**config.mk**
```make
export PLATFORM = sky130hd
export DESIGN_NAME = uart_cmd_ctrl
export DESIGN_NICKNAME = d
export VERILOG_FILES = /design/src/rtl/uart_ctrl_pkg.sv /design/src/rtl/ctrl_tx_sender.sv /design/src/rtl/uart_cmd_ctrl.sv
export SDC_FILE = /design/constraint.sdc
export NUM_CORES = 1
export LEC_CHECK = 0
export CAP_MARGIN = 20
export CELL_PAD_IN_SITES_DETAIL_PLACEMENT = 1
export CELL_PAD_IN_SITES_GLOBAL_PLACEMENT = 1
export CORE_MARGIN = 3
export CORE_UTILIZATION = 35
export DETAILED_ROUTE_END_ITERATION = 7
export GPL_ROUTABILITY_DRIVEN = 0
export PLACE_DENSITY = 0.74
export SLEW_MARGIN = 15
export SYNTH_ARGS = -nofsm -noshare
export SYNTH_HDL_FRONTEND = slang
export SYNTH_SLANG_ARGS = --single-unit
```
**constraint.sdc**
```tcl
create_clock -name CLK -period 1.5 [get_ports CLK]
set_input_delay 0.225 -clock CLK [delete_from_list [all_inputs] [get_ports CLK]]
set_output_delay 0.225 -clock CLK [all_outputs]
set_load 0.1 [all_outputs]
```
**src/rtl/uart_ctrl_pkg.sv**
```systemverilog
// rtl/uart_ctrl_pkg.sv - shared constants and state types for the UART command sequencer
package uart_ctrl_pkg;

  // Command codes, as received in the first byte of a frame
  localparam logic [7:0] CMD_REG_WR   = 8'hAA;
  localparam logic [7:0] CMD_REG_RD   = 8'hBB;
  localparam logic [7:0] CMD_ALU_OPS  = 8'hCC;
  localparam logic [7:0] CMD_ALU_NOPS = 8'hDD;

  // Register-file locations that hold the ALU operands
  localparam int ALU_A_ADDR = 0;
  localparam int ALU_B_ADDR = 1;

  // Response lengths in bytes
  localparam int               RESP_CNT_W   = 2;
  localparam logic [1:0]       RESP_LEN_RD  = 2'd1;
  localparam logic [1:0]       RESP_LEN_ALU = 2'd2;

  // Main sequencer states
  typedef enum logic [3:0] {
    IDLE,
    WR_ADDR,
    WR_DATA,
    RD_ADDR,
    RD_WAIT,
    ALU_A,
    ALU_B,
    ALU_FUN,
    ALU_WAIT,
    TX_SEND
  } ctrl_state_e;

  // Byte sender states
  typedef enum logic [1:0] {
    SND_IDLE,
    SND_WAIT_FREE,
    SND_WAIT_ACCEPT,
    SND_WAIT_RELEASE
  } snd_state_e;

endpackage

```
**src/rtl/ctrl_tx_sender.sv**
```systemverilog
// rtl/ctrl_tx_sender.sv - byte sequencer that feeds a response buffer into the UART TX
module ctrl_tx_sender
  import uart_ctrl_pkg::*;
#(
  parameter int DATA_WIDTH = 8
) (
  input  logic                    CLK,
  input  logic                    RST,
  input  logic                    i_start,
  input  logic [RESP_CNT_W-1:0]   i_len,
  input  logic [2*DATA_WIDTH-1:0] i_data,
  input  logic                    i_tx_busy,
  output logic [DATA_WIDTH-1:0]   o_tx_p_data,
  output logic                    o_tx_d_valid,
  output logic                    o_done
);

  snd_state_e              r_state;
  snd_state_e              w_state_n;
  logic [2*DATA_WIDTH-1:0] r_buf;
  logic [2*DATA_WIDTH-1:0] w_buf_n;
  logic [RESP_CNT_W-1:0]   r_left;
  logic [RESP_CNT_W-1:0]   w_left_n;
  logic [DATA_WIDTH-1:0]   r_tx_data;
  logic [DATA_WIDTH-1:0]   w_tx_data_n;
  logic                    r_tx_valid;
  logic                    w_tx_valid_n;
  logic                    r_done;
  logic                    w_done_n;

  // State and registered outputs
  always_ff @(posedge CLK) begin
    if (RST) begin
      r_state    <= SND_IDLE;
      r_buf      <= '0;
      r_left     <= '0;
      r_tx_data  <= '0;
      r_tx_valid <= 1'b0;
      r_done     <= 1'b0;
    end else begin
      r_state    <= w_state_n;
      r_buf      <= w_buf_n;
      r_left     <= w_left_n;
      r_tx_data  <= w_tx_data_n;
      r_tx_valid <= w_tx_valid_n;
      r_done     <= w_done_n;
    end
  end

  // Next state: send LSB first, then require a busy rise and fall before the next byte
  always_comb begin
    w_state_n    = r_state;
    w_buf_n      = r_buf;
    w_left_n     = r_left;
    w_tx_data_n  = r_tx_data;
    w_tx_valid_n = 1'b0;
    w_done_n     = 1'b0;
    case (r_state)
      SND_IDLE: begin
        if (i_start) begin
          if (i_len == '0) begin
            w_done_n = 1'b1;
          end else begin
            w_buf_n   = i_data;
            w_left_n  = i_len;
            w_state_n = SND_WAIT_FREE;
          end
        end
      end
      SND_WAIT_FREE: begin
        if (!i_tx_busy) begin
          w_tx_data_n  = r_buf[DATA_WIDTH-1:0];
          w_tx_valid_n = 1'b1;
          w_buf_n      = r_buf >> DATA_WIDTH;
          w_left_n     = r_left - 1'b1;
          if (r_left == RESP_CNT_W'(1)) begin
            w_done_n  = 1'b1;
            w_state_n = SND_IDLE;
          end else begin
            w_state_n = SND_WAIT_ACCEPT;
          end
        end
      end
      SND_WAIT_ACCEPT: begin
        if (i_tx_busy) w_state_n = SND_WAIT_RELEASE;
      end
      SND_WAIT_RELEASE: begin
        if (!i_tx_busy) w_state_n = SND_WAIT_FREE;
      end
      default: w_state_n = SND_IDLE;
    endcase
  end

  assign o_tx_p_data  = r_tx_data;
  assign o_tx_d_valid = r_tx_valid;
  assign o_done       = r_done;

endmodule

```
**src/rtl/uart_cmd_ctrl.sv**
```systemverilog
// rtl/uart_cmd_ctrl.sv - UART command sequencer for register-file and ALU access
module uart_cmd_ctrl
  import uart_ctrl_pkg::*;
#(
  parameter int DATA_WIDTH = 8,
  parameter int ADDR_WIDTH = 4,
  parameter int FUN_WIDTH  = 4
) (
  input  logic                    CLK,
  input  logic                    RST,
  input  logic [DATA_WIDTH-1:0]   rx_p_data,
  input  logic                    rx_d_valid,
  output logic [ADDR_WIDTH-1:0]   rf_addr,
  output logic                    rf_wr_en,
  output logic [DATA_WIDTH-1:0]   rf_wr_data,
  output logic                    rf_rd_en,
  input  logic [DATA_WIDTH-1:0]   rf_rd_data,
  input  logic                    rf_rd_valid,
  output logic                    alu_en,
  output logic [FUN_WIDTH-1:0]    alu_fun,
  input  logic [2*DATA_WIDTH-1:0] alu_out,
  input  logic                    alu_out_valid,
  output logic                    clk_gate_en,
  output logic [DATA_WIDTH-1:0]   tx_p_data,
  output logic                    tx_d_valid,
  input  logic                    tx_busy,
  output logic                    cmd_error
);

  ctrl_state_e             r_state;
  ctrl_state_e             w_state_n;
  logic [ADDR_WIDTH-1:0]   r_rf_addr;
  logic [ADDR_WIDTH-1:0]   w_rf_addr_n;
  logic                    r_rf_wr_en;
  logic                    w_rf_wr_en_n;
  logic [DATA_WIDTH-1:0]   r_rf_wr_data;
  logic [DATA_WIDTH-1:0]   w_rf_wr_data_n;
  logic                    r_rf_rd_en;
  logic                    w_rf_rd_en_n;
  logic                    r_alu_en;
  logic                    w_alu_en_n;
  logic [FUN_WIDTH-1:0]    r_alu_fun;
  logic [FUN_WIDTH-1:0]    w_alu_fun_n;
  logic                    r_clk_gate_en;
  logic                    w_clk_gate_en_n;
  logic                    r_cmd_error;
  logic                    w_cmd_error_n;
  logic                    r_tx_start;
  logic                    w_tx_start_n;
  logic [RESP_CNT_W-1:0]   r_tx_len;
  logic [RESP_CNT_W-1:0]   w_tx_len_n;
  logic [2*DATA_WIDTH-1:0] r_tx_buf;
  logic [2*DATA_WIDTH-1:0] w_tx_buf_n;
  logic                    w_tx_done;

  // State and registered outputs; reset abandons any frame in flight
  always_ff @(posedge CLK) begin
    if (RST) begin
      r_state       <= IDLE;
      r_rf_addr     <= '0;
      r_rf_wr_en    <= 1'b0;
      r_rf_wr_data  <= '0;
      r_rf_rd_en    <= 1'b0;
      r_alu_en      <= 1'b0;
      r_alu_fun     <= '0;
      r_clk_gate_en <= 1'b0;
      r_cmd_error   <= 1'b0;
      r_tx_start    <= 1'b0;
      r_tx_len      <= '0;
      r_tx_buf      <= '0;
    end else begin
      r_state       <= w_state_n;
      r_rf_addr     <= w_rf_addr_n;
      r_rf_wr_en    <= w_rf_wr_en_n;
      r_rf_wr_data  <= w_rf_wr_data_n;
      r_rf_rd_en    <= w_rf_rd_en_n;
      r_alu_en      <= w_alu_en_n;
      r_alu_fun     <= w_alu_fun_n;
      r_clk_gate_en <= w_clk_gate_en_n;
      r_cmd_error   <= w_cmd_error_n;
      r_tx_start    <= w_tx_start_n;
      r_tx_len      <= w_tx_len_n;
      r_tx_buf      <= w_tx_buf_n;
    end
  end

  // Frame parsing and next-cycle strobes; held values default to their current contents
  always_comb begin
    w_state_n       = r_state;
    w_rf_addr_n     = r_rf_addr;
    w_rf_wr_en_n    = 1'b0;
    w_rf_wr_data_n  = r_rf_wr_data;
    w_rf_rd_en_n    = 1'b0;
    w_alu_en_n      = 1'b0;
    w_alu_fun_n     = r_alu_fun;
    w_clk_gate_en_n = r_clk_gate_en;
    w_cmd_error_n   = 1'b0;
    w_tx_start_n    = 1'b0;
    w_tx_len_n      = r_tx_len;
    w_tx_buf_n      = r_tx_buf;
    case (r_state)
      IDLE: begin
        if (rx_d_valid) begin
          if (rx_p_data == DATA_WIDTH'(CMD_REG_WR))        w_state_n = WR_ADDR;
          else if (rx_p_data == DATA_WIDTH'(CMD_REG_RD))   w_state_n = RD_ADDR;
          else if (rx_p_data == DATA_WIDTH'(CMD_ALU_OPS))  w_state_n = ALU_A;
          else if (rx_p_data == DATA_WIDTH'(CMD_ALU_NOPS)) w_state_n = ALU_FUN;
          else                                             w_cmd_error_n = 1'b1;
        end
      end
      WR_ADDR: begin
        if (rx_d_valid) begin
          w_rf_addr_n = rx_p_data[ADDR_WIDTH-1:0];
          w_state_n   = WR_DATA;
        end
      end
      WR_DATA: begin
        if (rx_d_valid) begin
          w_rf_wr_en_n   = 1'b1;
          w_rf_wr_data_n = rx_p_data;
          w_state_n      = IDLE;
        end
      end
      RD_ADDR: begin
        if (rx_d_valid) begin
          w_rf_addr_n  = rx_p_data[ADDR_WIDTH-1:0];
          w_rf_rd_en_n = 1'b1;
          w_state_n    = RD_WAIT;
        end
      end
      RD_WAIT: begin
        if (rf_rd_valid) begin
          w_tx_buf_n   = {{DATA_WIDTH{1'b0}}, rf_rd_data};
          w_tx_len_n   = RESP_LEN_RD;
          w_tx_start_n = 1'b1;
          w_state_n    = TX_SEND;
        end
      end
      ALU_A: begin
        if (rx_d_valid) begin
          w_rf_addr_n    = ADDR_WIDTH'(ALU_A_ADDR);
          w_rf_wr_en_n   = 1'b1;
          w_rf_wr_data_n = rx_p_data;
          w_state_n      = ALU_B;
        end
      end
      ALU_B: begin
        if (rx_d_valid) begin
          w_rf_addr_n    = ADDR_WIDTH'(ALU_B_ADDR);
          w_rf_wr_en_n   = 1'b1;
          w_rf_wr_data_n = rx_p_data;
          w_state_n      = ALU_FUN;
        end
      end
      ALU_FUN: begin
        if (rx_d_valid) begin
          w_alu_fun_n     = rx_p_data[FUN_WIDTH-1:0];
          w_alu_en_n      = 1'b1;
          w_clk_gate_en_n = 1'b1;
          w_state_n       = ALU_WAIT;
        end
      end
      ALU_WAIT: begin
        if (alu_out_valid) begin
          w_clk_gate_en_n = 1'b0;
          w_tx_buf_n      = alu_out;
          w_tx_len_n      = RESP_LEN_ALU;
          w_tx_start_n    = 1'b1;
          w_state_n       = TX_SEND;
        end
      end
      TX_SEND: begin
        if (w_tx_done) w_state_n = IDLE;
      end
      default: w_state_n = IDLE;
    endcase
    // A byte arriving while a response is pending is dropped and flagged
    if (rx_d_valid && (r_state == RD_WAIT || r_state == ALU_WAIT || r_state == TX_SEND))
      w_cmd_error_n = 1'b1;
  end

  ctrl_tx_sender #(
    .DATA_WIDTH (DATA_WIDTH)
  ) u_tx_sender (
    .CLK          (CLK),
    .RST          (RST),
    .i_start      (r_tx_start),
    .i_len        (r_tx_len),
    .i_data       (r_tx_buf),
    .i_tx_busy    (tx_busy),
    .o_tx_p_data  (tx_p_data),
    .o_tx_d_valid (tx_d_valid),
    .o_done       (w_tx_done)
  );

  assign rf_addr     = r_rf_addr;
  assign rf_wr_en    = r_rf_wr_en;
  assign rf_wr_data  = r_rf_wr_data;
  assign rf_rd_en    = r_rf_rd_en;
  assign alu_en      = r_alu_en;
  assign alu_fun     = r_alu_fun;
  assign clk_gate_en = r_clk_gate_en;
  assign cmd_error   = r_cmd_error;

endmodule

```
Yosys cells after proc, flatten, opt, wreduce, memory -nomap -nowiden
Index checks and enable logic that the tools add are counted. Widths: inputs -> output; s select.

Input port bits: 38. Output and inout bits: 30. Bits in latches: 0. Word-level logic and storage cells: 142. Register bits: 74. Memory bits (read-only): 0. Memories: 0. Memory bits (writable): 0.

Reductions and logical operators: 25. Shifts and indexed selects: 0. Multiplexer cells: 59. Bitwise logic cells: 5. Add/sub/neg operators: 1. Magnitude comparators: 0. Divide/modulo/power cells: 0. Eq/ne operators: 34. Multiply operators: 0.

Operator list (count): $mux 16 (5); $mux 4 (16); $pmux 16 s2 (2); $pmux 4 s10 (1); $eq 8x8->1 const B (4); $ne 2x2->1 const B (14); $mux 2 (11); $mux 1 (17); $eq 4x3->1 const B (4); $pmux 4 s3 (1); $reduce_and 11->1 (1); $reduce_or 2->1 (5); $eq 4x2->1 const B (2); $eq 4x4->1 const B (2); $pmux 2 s2 (2); $pmux 2 s4 (1); $reduce_and 4->1 (2); $pmux 1 s2 (3); $reduce_and 2->1 (3); $reduce_and 3->1 (2); $reduce_bool 2->1 (3); $ne 5x5->1 const B (1); $not 1->1 (5); $reduce_and 5->1 (1); other kinds (11) (16).

Depth between registers and ports, before layout
Word-level depth: 8. Depth in mapped cells: 8. Mapped depth without buffers: 6.

Modules after synthesis
A second synthesis with hierarchy kept.

Cells, all modules: 349. Area total of the unflattened synthesis: 3201.8 um2.

Modules (own cells, without submodules): uart_cmd_ctrl (area an instance 1888.1 um2, instances 1, cells each 203, seq. area each 880.8 um2); ctrl_tx_sender (area an instance 1313.8 um2, instances 1, cells each 146, seq. area each 600.6 um2).

Worst setup path after synthesis
Ideal clock, no wire load.

Path type: reg2reg. Start: reg u_tx_sender.r_state[1]. End: reg u_tx_sender.r_buf[7]. Period minus slack after synthesis: 1.704 ns. Setup time: 0.086 ns. Required time: 1.414 ns. Path slack: -0.204 ns. Buffers on the path: 2. Arrival: 1.618 ns. Stages on the path, launching flop included: 9. Cell sequence: dfxtp_1 > inv_1 > ha_1 > buf_2 > and2b_1 > a2bb2oi_4 > buf_4 > nor2_1 > a211oi_1.

Longest elaborated chain between the ends: 3. Elaborated cells on any way between the ends: 8. Those cells by class: eq/ne (4); mux (1); reduce/logical (3).

RTL lines: start: declaration (RTL line ctrl_tx_sender.sv:18) `snd_state_e r_state;`; start signal: assignment (RTL line ctrl_tx_sender.sv:41) `r_state <= w_state_n;`; $eq 2x1->1 or $logic_not 2->1 (tied branches) (RTL line ctrl_tx_sender.sv:58) `case (r_state)`; $ne 2x2->1 (no line) or $reduce_bool 2->1 (tied branches); $reduce_and 4->1 (no line); end signal: assignment (RTL line ctrl_tx_sender.sv:42) `r_buf <= w_buf_n;`; end: declaration (RTL line ctrl_tx_sender.sv:20) `logic [2*DATA_WIDTH-1:0] r_buf;`.

Parallel ways exist; a longest one is shown, timed or not. A chain may end at the register's enable or synchronous reset.

Final worst setup path
Start: reg u_tx_sender.r_state[1]. End: reg u_tx_sender.r_buf[3].

Same word-level chain as after synthesis.

==> impl_results.md <==
* Status: finished with violations
* Violated checks: negative setup slack
* Yosys reg bits at 74
* Tcrit/Tclk final at 1.07
* Fin crit period at 1.61 ns
* Die W at 104 µm
* Fin. Hold Viols at 0
* Rows at 34
* Netlist cell types at 58
* Global-route wire length before repair at 16900 µm
* DR vias/cell at 5.18
* CTS Hold Bufs at 0
* Core area at 8980 µm²
* Initial core utilization at 0.371
* Diode count at 0
* Die area at 10700 µm²
* CP Class: reg -> reg
* DRT Pass-1 Iters at 4
* CTS max path bufs at 2
* Final worst slack at -0.109 ns
* Most frequent cells in the layout: dfxtp_1, nor2_1, buf_4
* Largest net degree at the start of global routing at 50
* Clk sinks at 74
* Worst r2r src: u_tx_sender.r_state[1]
* Num CTS Buffers at 9
* Setup violators final at 17
* Nets at 510
* Post-synthesis sequential area ratio at 0.445
* Area growth from synthesis to layout at 63.0%
* Synthesized net count at 394
* Drt first-iter violations at 94
* Post-Syn Area per Cell at 9.51 µm²
* Largest area contributor in the netlist: dfxtp_1
* Final wirelength at 11100 µm
* Slew headroom at 0.719
* Slew Limit Fails at 0
* VDD IR-drop max at 0.674 mV
* IO Pins at 68
* Clock skew at 0.0135 ns
* Pre-CTS WS at -0.488 ns
* Top post-synthesis cells by area: dfxtp_1, mux2i_1, nor2_1, a211oi_1, a22oi_1
* Fmax at 621 MHz
* Flop2flop setup slack at -0.11 ns
* Hold Path Class: in -> reg
* CTS tree: done
* Area share of the largest cell type after synthesis at 0.445
* Fin cells at 597
* Port buffer count at 67
* Placed cells at 565
* Fraction of registers with async set/reset at 0
* Gr usage total at 0.192
* Crit path DAT at 1.90 ns
* Root Driver: clkbuf_8
* Worst reg2reg path endpoint: u_tx_sender.r_buf[3]
* Hold Path Depth at 2
* Worst-margin pin slew at 0.421 ns
* CP startpoint: u_tx_sender.r_state[1]
* Antenna viol nets, final at 0
* Avg WL per Cell at 18.6 µm
* Largest fanout on the critical path at 9
* Most common cell after layout, fill and taps aside: dfxtp_1
* Antenna violations before repair at 0
* CP required at 1.79 ns
* R2R depth at 7
* DRC viols at 0
* Die height at 104 µm
* PwrDens at 1050 nW/µm²
* CTS H-tree lvls at 3
* Mapped Area at 3330 µm²
* Vias in the first global route at 3288
* RSZ-0062 raised after global routing: true
* Leakage power at 1.95 nW
* Via count at 3090
* Cell count after synthesis at 350
* Dominant synthesized flop cell: dfxtp_1
* Share of post-route cells with drive strength above 1 at 0.365
* Worst-skew pair later-pin latency at 0.37 ns
* HPWL Detailed at 6890 µm
* Worst setup EP type: flip-flop
* Clock Pin Slew Worst Setup and Hold Paths at 0.10 ns
* CP Launch Type: flip-flop
* Number of synthesized flops with an enable pin at 0
* Gr ovfl total at 0
* Synth warnings at 0
* Crit path to: u_tx_sender.r_buf[3]
* Hold slack at 0.262 ns
* Max-cap viol count at 0
## worst max-delay path, stage by stage (launching register included)
cell and delay (ns):
dfxtp_2 0.36, inv_4 0.05, ha_4 0.17, and2b_2 0.28, a2bb2oi_4 0.24, buf_12 0.15, nor2_1 0.06, a211oi_2 0.22
## through the flow
step / utilization / power [W] / TNS, ns / cell area, µm²
global placement: 0.531 / 0.00381 / -9.59 / 4770
CTS: 0.570 / 0.00558 / -0.296 / 5120
finish: 0.605 / 0.00572 / -0.868 / 5430
detailed placement: 0.531 / 0.00385 / -12.04 / 4770
global route: 0.605 / 0.00595 / -2.48 / 5430
floorplan: - / 0.00317 / -0.148 / 3380
## where the power goes
part	internal (W)	switching (W)
clock	0.000834	0.000852
combinational	0.000810	0.000966
sequential	0.00211	0.000155
## synth_stat cells (all sizes together) (7+ instances only)
cell type  count
dfxtp         74
nor2          59
mux2i         31
a211oi        20
nand2         20
a21oi         18
a22oi         16
buf           16
nand2b        11
clkbuf         8
inv            7
nand3          7
## how the worst min path moves through the flow
stage / start / end / slack, ns
finish: RST / clk_gate_en / 0.26
global route: RST / clk_gate_en / 0.28
CTS: RST / clk_gate_en / 0.25
detailed placement: u_tx_sender.r_buf[6] / u_tx_sender.o_tx_p_data[6] / 0.45
global placement: u_tx_sender.r_buf[6] / u_tx_sender.o_tx_p_data[6] / 0.44
floorplan: rx_p_data[0] / alu_fun[0] / 0.37
## state kept, by name, summed over array words and instances, names as in the netlist
name                      flops
u_tx_sender.o_done            1
u_tx_sender.o_tx_d_valid      1
r_state                       4
rf_wr_en                      1
r_tx_buf                     16
rf_addr                       4
u_tx_sender.r_buf            16
clk_gate_en                   1
rf_rd_en                      1
rf_wr_data                    8
cmd_error                     1
r_tx_len                      2
alu_fun                       4
r_tx_start                    1
alu_en                        1
u_tx_sender.r_left            2
u_tx_sender.r_state           2
u_tx_sender.o_tx_p_data       8
## cells by family (layout without fill, tap and decap cells)
| kind of cell | after synthesis | in the layout | share of synthesized area |
|---|---|---|---|
| compound gates | 78 | 78 | 0.185 |
| flops | 74 | 74 | 0.445 |
| xor+xnor | 3 | 3 | 0.00789 |
| fa+ha+maj | 6 | 6 | 0.0225 |
| simple gates | 126 | 126 | 0.195 |
| mux | 32 | 32 | 0.0977 |
| buf+inv | 31 | 152 | 0.0477 |
## area by class of cell
type	count	area [µm²]
Sequential cell	74	1500
Tap cell	126	158
Timing Repair Buffer	129	1560
Clock buffer	10	138
Multi-Input combinational cell	245	1970
Fill cell	949	3550
Inverter	7	31.3
Clock inverter	6	73.8
## layer usage
metal | up-vias | global-route usage | part of all wire
li1 | 1471 | - | -
met1 | 1542 | 0.249 | 0.44
met2 | 63 | 0.319 | 0.51
met3 | 14 | 0.0348 | 0.036
met4 | 0 | 0.0712 | 0.017
met5 | - | 0 | 0
## repair_timing
| action | 4_1_cts | 5_1_grt |
|---|---|---|
| setup buffers | 3 | 11 |
| pin swaps | 6 | 16 |
| gates resized for setup | 30 | 35 |
| setup endpoints to repair | 54 | 54 |
| gates cloned | 0 | 2 |
No activity file was read; power rests on OpenSTA's default activity.
